`config.mk`:
```
export PLATFORM = sky130hd
export DESIGN_NAME = counter_modn_updown
export DESIGN_NICKNAME = d
export VERILOG_FILES = /design/src/rtl/counter_modn_updown_pkg.sv /design/src/rtl/counter_next_logic.sv /design/src/rtl/counter_modn_updown.sv
export SDC_FILE = /design/constraint.sdc
export NUM_CORES = 1
export LEC_CHECK = 0
export CORE_MARGIN = 1.5
export CORE_UTILIZATION = 50
export DETAILED_ROUTE_END_ITERATION = 8
export PLACE_DENSITY_LB_ADDON = 0.25
export SLEW_MARGIN = 0
export SYNTH_ARGS = -nofsm -noshare
export SYNTH_HDL_FRONTEND = slang
export SYNTH_HIERARCHICAL = 1
export SYNTH_SLANG_ARGS = --single-unit
```
`constraint.sdc`:
```
create_clock -name clk -period 3.2 [get_ports clk]
set_clock_uncertainty 0.1 [all_clocks]
set_input_delay 0.32 -clock clk [delete_from_list [all_inputs] [get_ports clk]]
set_output_delay 0.32 -clock clk [all_outputs]
set_load 0.02 [all_outputs]
```
`src/rtl/counter_modn_updown_pkg.sv`:
```
// Shared definitions for the up/down modulo counter: direction encodings and width helper.
package counter_modn_updown_pkg;

  localparam logic DIR_UP = 1'b0;
  localparam logic DIR_DN = 1'b1;

  // Width needed to hold values 0..x inclusive, so the maximum modulus itself is representable.
  function automatic int unsigned bits(input int unsigned x);
    return $clog2(x + 1);
  endfunction

endpackage

```
`src/rtl/counter_next_logic.sv`:
```
// Combinational step computation for the modulo counter: next count, terminal flag, wrap flag.
module counter_next_logic
  import counter_modn_updown_pkg::*;
#(
  parameter int unsigned W = 6
) (
  input  logic [W-1:0] cnt,
  input  logic         dir,
  input  logic [W-1:0] m_max,
  output logic [W-1:0] nxt,
  output logic         term,
  output logic         wrap_nxt
);

  always_comb begin
    nxt      = cnt;
    term     = 1'b0;
    wrap_nxt = 1'b0;
    if (dir == DIR_UP) begin
      term = (cnt == m_max);
      // Covers both the terminal count and a count stranded above a lowered modulus.
      if (cnt >= m_max) begin
        nxt      = '0;
        wrap_nxt = 1'b1;
      end else begin
        nxt = cnt + W'(1);
      end
    end else begin
      term = (cnt == '0);
      if (cnt == '0) begin
        nxt      = m_max;
        wrap_nxt = 1'b1;
      end else if (cnt > m_max) begin
        nxt = m_max;
      end else begin
        nxt = cnt - W'(1);
      end
    end
  end

endmodule

```
`src/rtl/counter_modn_updown.sv`:
```
// Up/down modulo counter with run-time modulus, load, optional saturation and cascade carry.
module counter_modn_updown
  import counter_modn_updown_pkg::*;
#(
  parameter int unsigned N   = 32,
  parameter bit          SAT = 1'b0,
  localparam int unsigned W  = bits(N)
) (
  input  logic         clk,
  input  logic         rst,
  input  logic         en,
  input  logic         clr,
  input  logic         ld,
  input  logic [W-1:0] ld_val,
  input  logic         dir,
  input  logic [W-1:0] mod_val,
  output logic [W-1:0] cnt,
  output logic         co,
  output logic         co_en,
  output logic         wrap,
  output logic         ovf
);

  logic [W-1:0] cnt_q, cnt_d;
  logic         wrap_q, wrap_d;
  logic         ovf_q, ovf_d;
  logic [W-1:0] m, m_max;
  logic [W-1:0] nxt;
  logic         term, wrap_nxt;

  // A zero modulus selects the full range N.
  assign m     = (mod_val == '0) ? W'(N) : mod_val;
  assign m_max = m - W'(1);

  counter_next_logic #(
    .W (W)
  ) u_next (
    .cnt      (cnt_q),
    .dir      (dir),
    .m_max    (m_max),
    .nxt      (nxt),
    .term     (term),
    .wrap_nxt (wrap_nxt)
  );

  always_comb begin
    cnt_d  = cnt_q;
    wrap_d = 1'b0;
    ovf_d  = ovf_q;
    if (clr) begin
      cnt_d = '0;
      ovf_d = 1'b0;
    end else if (ld) begin
      cnt_d = (ld_val > m_max) ? m_max : ld_val;
    end else if (en) begin
      if (term) begin
        ovf_d = 1'b1;
      end
      if (!(term && SAT)) begin
        cnt_d  = nxt;
        wrap_d = wrap_nxt;
      end
    end
  end

  always_ff @(posedge clk or negedge rst) begin
    if (!rst) begin
      cnt_q  <= '0;
      wrap_q <= 1'b0;
      ovf_q  <= 1'b0;
    end else begin
      cnt_q  <= cnt_d;
      wrap_q <= wrap_d;
      ovf_q  <= ovf_d;
    end
  end

  assign cnt   = cnt_q;
  assign co    = term;
  assign co_en = term & en;
  assign wrap  = wrap_q;
  assign ovf   = ovf_q;

endmodule
```
==> metrics.csv, run 1 <==
metric,value,unit
outcome,completed,
clk_latency,260,ps
cts_tree,built,
p_int,345,µW
synth_top_family_by_area,simple AND/OR/NAND/NOR gates,
final_nets,235,
synth-edff-count,0,
routed_wl,3770,µm
ys_seq_area_share,16.5,%
ys_top_cells_by_area,"dfrtp_1 (16%), ha_1 (16%), mux2i_1 (6.6%), inv_1 (4.9%), a211oi_1 (4.3%)",
wire_per_inst,16.6,µm
final_util,81.5,%
muxShareOfSynthArea,8.65,%
drt-initial-drc-count,33,
synth_xor_area_share,7.21,%
synth_cells,146,
ant_nets,0,
grt_pass1_wl,5730,µm
pre_cts_slack,-552,ps
power_leakage,0.849,nW
drv_slew,0,
yosysTopAreaCellShare,16.5,%
gp_congestion,0.880,
overflow,0,
ir_drop,0.000201,V
synth_commonest_cells,"ha_1 (16), inv_1 (16), nand2_1 (10)",
cp_max_fo,4,
fmax,0.318,GHz
synth_compound_area_share,20.5,%
clock_power_share,13.1,%
cp_top_family,simple AND/OR/NAND/NOR gates,
htree_levels,1,
synth-simple-area-share,23.0,%
port_buffers,27,
synth_flop_cell,dfrtp_1,
arrival,3210,ps
cts_max_path_buffers,2,
antenna_found_initial,0,
synth-adder-area-share,16.5,%
setup_ws,56.6,ps
ys_warn_count,6,
hp-class,in2async,
vias_per_cell,5.85,
r2r-start,cnt[1],
switching_power,248,µW
netlist_area,1210,µm²
path_buf_inv,3,
grt_max_degree,16,
initial_core_util,53.9,%
power_density,322,nW/µm²
dp_hpwl,2840,µm
slowest_delay,560,ps
row_count,17,
reg2reg_depth,8,
end_kind,flop,
async_flop_share,100,%
worstPathRequired,3270,ps
die_area,2730,µm²
yosys_register_bits,8,
comb_power_share,65.6,%
grt_pass1_vias,1310,
grt_usage,28.5,%
synthDistinctLibCells,44,
clkSlewWorstSetupHoldPaths,50,ps
cp.depth,12,
drt-pass1-iter-count,4,
area_growth,51.2,%
p_sw_share,41.8,%
clockRootBuffer,clkbuf_4,
drcViolationCount,0,
reg2reg_to,cnt[4],
setup_viol,0,
fin_crit_sh,98.2,%
drive_gt1_share,32.7,%
die_y,52.3,µm
num_antenna_cells,0,
total_power,592,µW
syn_avg_cell_area,8.32,µm²
critPathSlowestCell,or4_4,
worstSetupStartpointType,primary input,
numClockSinks,8,
core_area,2250,µm²
worst_pin_slew,577,ps
io_pins,28,
fill_cells,143,
yosys.area.top_type,dfrtp_1,
stdcell_count,227,
syn-num-nets,180,
reg2reg_slack,610,ps
worstSetupPathType,in2reg,
dp.cells,220,
die_w,52.3,µm
finalHoldViolations,0,
relSlewSlack,61.4,%
cap_violations,0,
via_count,1327,
period_needed,3140,ps
p_seq_share,21.3,%
cts_made_buffers,3,
worstPathCellList,clkdlybuf4s50_1 > nor4_2 > mux2_4 > inv_1 > ha_1 > and4_4 > o21a_4 > buf_4 > or4_4 > o221ai_2 > a211oi_2 > a211oi_1,
-- worst reg2reg max path, cell delays in order, from the launching register on --
cell and delay [ps]:
dfrtp_1 480, ha_1 360, nor2b_1 150, o21a_4 210, buf_4 130, or4_4 560, o221ai_2 220, a211oi_2 90
a211oi_1 210
-- layout by cell type (no fill, tap or decap), types with 3 or more instances in the layout --
cell type        instances
nand3_1                  4
a211oi_1                 4
nand4_1                  4
a211oi_2                 4
o21ai_2                  3
nor2b_1                  6
xor2_1                   6
xnor2_1                  4
ha_1                    14
o22ai_1                  3
dfrtp_1                  8
nand2_1                 10
nor2_1                   6
clkdlybuf4s50_1         21
clkbuf_4                 3
inv_1                   15
mux2i_1                  7
a21oi_1                  5
buf_4                   29
-- worst max path at each step --
stage	to	start
2_1_floorplan	cnt[3]	mod_val[0]
5_1_grt	cnt[4]	mod_val[3]
3_3_place_gp	co_en	mod_val[0]
4_1_cts	co_en	mod_val[0]
3_5_place_dp	co_en	mod_val[0]
6_report	cnt[4]	mod_val[3]
-- area by class of cell --
type                    count  area [µm²]  share of cell area, %
flip-flops and latches      8         200                   10.9
repair buffers             55         468                   25.5
clock buffers               3        22.5                   1.23
inverters                  16        60.1                   3.27
well taps                  28        35.0                   1.91
multi-input cells         117        1050                   57.2
-- routing by layer --
metal / wire length [µm] / track usage, % / vias up / share of wire (%)
met5: 0 / 0 / - / 0
met1: 1420 / 30.8 / 628 / 38
met3: 188 / 1.71 / 7 / 5.0
li1: - / - / 641 / -
met2: 2090 / 57.7 / 51 / 55
met4: 66 / 8.12 / 0 / 1.8
-- state kept, by name (all words and copies together) (netlist names) --
name and flops:
ovf 1, wrap 1, cnt 6
-- stage by stage --
stage	TNS (ps)	hold slack, ps	instance area, µm²
global route	-74.2	259	1840
CTS	0	257	1740
finish	0	249	1840
floorplan	0	-75.6	1210
detailed placement	-3420	464	1670
global placement	-2530	390	1670
-- timing repair --
action	4_1_cts	5_1_grt
setup buffers	0	4
setup endpoints to repair	8	8
resized for setup	23	19
endpoints found under the hold margin	0	0
hold buffers	0	0
pin swaps	9	14
-- power groups by stage --
stage | sequential, mW | clock (mW) | combinational, mW
after floorplan | 0.137 | 0 | 0.191
after global placement | 0.127 | 0 | 0.320
after detailed placement | 0.128 | 0 | 0.332
after CTS | 0.126 | 0.0771 | 0.351
after global routing | 0.127 | 0.0844 | 0.419
final | 0.126 | 0.0777 | 0.388
-- kinds of logic (layout without fill, tap and decap cells) --
logic type | after synthesis | after routing
adder cells (fa/ha/maj) | 16 | 16
AND/OR/NAND/NOR | 49 | 49
buffers and inverters | 21 | 74
AO/OA/AOI/OAI | 32 | 32
flip-flops | 8 | 8
multiplexers | 10 | 10
XOR/XNOR | 10 | 10
Note: power is estimated with default switching activity, not from simulation.
==> inputs of run 2 (changes only) <==
CORE_UTILIZATION = 54   (was 50)
SLEW_MARGIN = 20   (was 0)
clock period = 4 ns   (was 3.2 ns; I/O delays follow)
==> metrics.csv, run 2 (synthesized netlist as in run 1, its figures left out) <==
metric,value,unit,change
outcome,completed,,
grt_usage,26.9,%,-1.6 points
die_w,50.4,µm,-3.6%
final_common_cell,clkdlybuf4s50_1,,
rsz0062_at_grt,no,,
finalHoldViolations,0,,unchanged
period_needed,3830,ps,
final_cell_mix,"clkdlybuf4s50_1 (26), inv_1 (16), ha_1 (16)",,
hp-class,in2async,,
p_sw_share,41.1,%,-0.74 points
cts_max_path_buffers,2,,unchanged
clk_latency,250,ps,about the same
port_buffers,27,,unchanged
reg2reg_depth,7,,-1
relSlewSlack,64.1,%,+2.6 points
core_area,2040,µm²,-9.4%
worstSetupStartpointType,primary input,,
cts_tree,built,,
switching_power,166,µW,-33%
io_pins,28,,unchanged
overflow,0,,unchanged
power_leakage,0.722,nW,-15%
drv_slew,0,,unchanged
drt-initial-drc-count,48,,+45%
clockRootBuffer,clkbuf_4,,
ir_drop,0.000284,V,+41%
initial_core_util,59.5,%,+5.6 points
htree_levels,1,,unchanged
via_count,1217,,-8.3%
p_int,239,µW,-31%
critPathSlowestCell,clkdlybuf4s50_1,,
cts_made_buffers,3,,unchanged
row_count,16,,-1
slowest_delay,650,ps,+90 ps
crit_end,co,,
dp.cells,201,,-8.6%
setup_tns,0,ps,unchanged
grt_pass1_vias,1168,,-11%
fill_cells,145,,+1.4%
die_area,2540,µm²,-7.0%
end_kind,primary output,,
wire_per_inst,15.2,µm,-8.1%
antenna_found_initial,0,,unchanged
worstPathCellList,clkdlybuf4s50_1 > inv_1 > ha_1 > or3b_1 > a211o_1 > nand2_2 > inv_1 > ha_1 > and4_1 > nand3_1 > mux2i_2 > clkdlybuf4s50_1,,
clkSlewWorstSetupHoldPaths,50,ps,about the same
die_y,50.4,µm,-3.6%
worstSetupPathType,in2out,,
drive_gt1_share,11.3,%,-21 points
crit_start,mod_val[0],,
worst_pin_slew,534,ps,-42.8 ps
total_power,405,µW,-32%
arrival,3330,ps,+120 ps
fin_crit_sh,95.6,%,
p_seq_share,26.5,%,+5.2 points
clock_power_share,14.4,%,+1.3 points
vias_per_cell,5.97,,+2.1%
numClockSinks,8,,unchanged
r2r-start,cnt[5],,
largest_reg_flops,6,,unchanged
grt_pass1_wl,5270,µm,-8.0%
routed_wl,3110,µm,-17%
num_antenna_cells,0,,unchanged
ant_nets,0,,unchanged
comb_power_share,59.0,%,-6.6 points
final_nets,213,,-9.4%
power_density,260,nW/µm²,-19%
area_growth,28.3,%,
cap_violations,0,,unchanged
drcViolationCount,0,,unchanged
fmax,0.261,GHz,
dp_hpwl,2470,µm,-13%
reg2reg_slack,1330,ps,+720 ps
drt-pass1-iter-count,5,,+1
worstPathRequired,3500,ps,+230 ps
grt_max_degree,16,,unchanged
stdcell_count,204,,-10%
reg2reg_to,cnt[4],,
gp_congestion,0.876,,-0.47%
setup_viol,0,,unchanged
cp_max_fo,3,,-1
run 2: changes by cell type in the layout (fill, tap and decap cells not counted), sizes merged:
cell | previous run | this run
clkdlybuf4s50 | 21 | 26
dlymetal6s2s | 2 | 1
buf | 30 | 6
clkbuf | 5 | 3
run 2: repair_timing:
item | CTS | global route
setup endpoints to repair | 0 | 1
buffers inserted | 0 | 0
gates resized for setup | 0 | 2
hold buffers | 0 | 0
run 2: cell type report:
type	instances	area [µm²]	share of cell area, %
tap	27	33.8	2.17
clock buffer	3	22.5	1.44
multi-input combinational	117	925	59.3
sequential	8	200	12.8
inverter	16	60.1	3.85
timing repair buffer	33	318	20.4
run 2: critical path: cells and delay by family:
kind	cells	cell delay (ps)
multiplexers	1	220
buffers and inverters	4	1220
adder cells (fa/ha/maj)	2	430
AO/OA/AOI/OAI	1	280
AND/OR/NAND/NOR	4	780
run 2: worst min path at each step:
stage                     start      to  cells past startpoint
after floorplan             rst  cnt[0]                      0
after global placement      ovf     ovf                      2
after detailed placement    ovf     ovf                      2
after CTS                   rst  cnt[3]                      1
after global routing        rst  cnt[0]                      1
final                       rst  cnt[3]                      1
run 2: layer usage:
| metal | routed length, µm | share of wire (%) | track usage [%] | vias up |
|---|---|---|---|---|
| met3 | 155 | 5.0 | 4.46 | 2 |
| met4 | 30 | 0.96 | 3.15 | 0 |
| li1 | - | - | - | 598 |
| met5 | 0 | 0 | 0 | - |
| met1 | 1430 | 46 | 37.8 | 568 |
| met2 | 1490 | 48 | 44.5 | 49 |
run 2: through the flow:
| step | hold WS [ps] | utilization, % | setup WS (ps) | cell area (µm²) |
|---|---|---|---|---|
| 2_1_floorplan | 4.41 | - | 801 | 1210 |
| 3_3_place_gp | 409 | 74.9 | 133 | 1530 |
| 3_5_place_dp | 412 | 74.9 | 58.5 | 1530 |
| 4_1_cts | 328 | 76.0 | 40.4 | 1550 |
| 5_1_grt | 353 | 76.3 | 44.2 | 1560 |
| 6_report | 317 | 76.3 | 174 | 1560 |
run 2: power by group through the flow:
stage	Combinational (mW)	Sequential (mW)	Clock (mW)
floorplan	0.153	0.110	0
global placement	0.226	0.108	0
detailed placement	0.233	0.108	0
CTS	0.235	0.107	0.0596
global route	0.263	0.109	0.0643
finish	0.239	0.108	0.0584
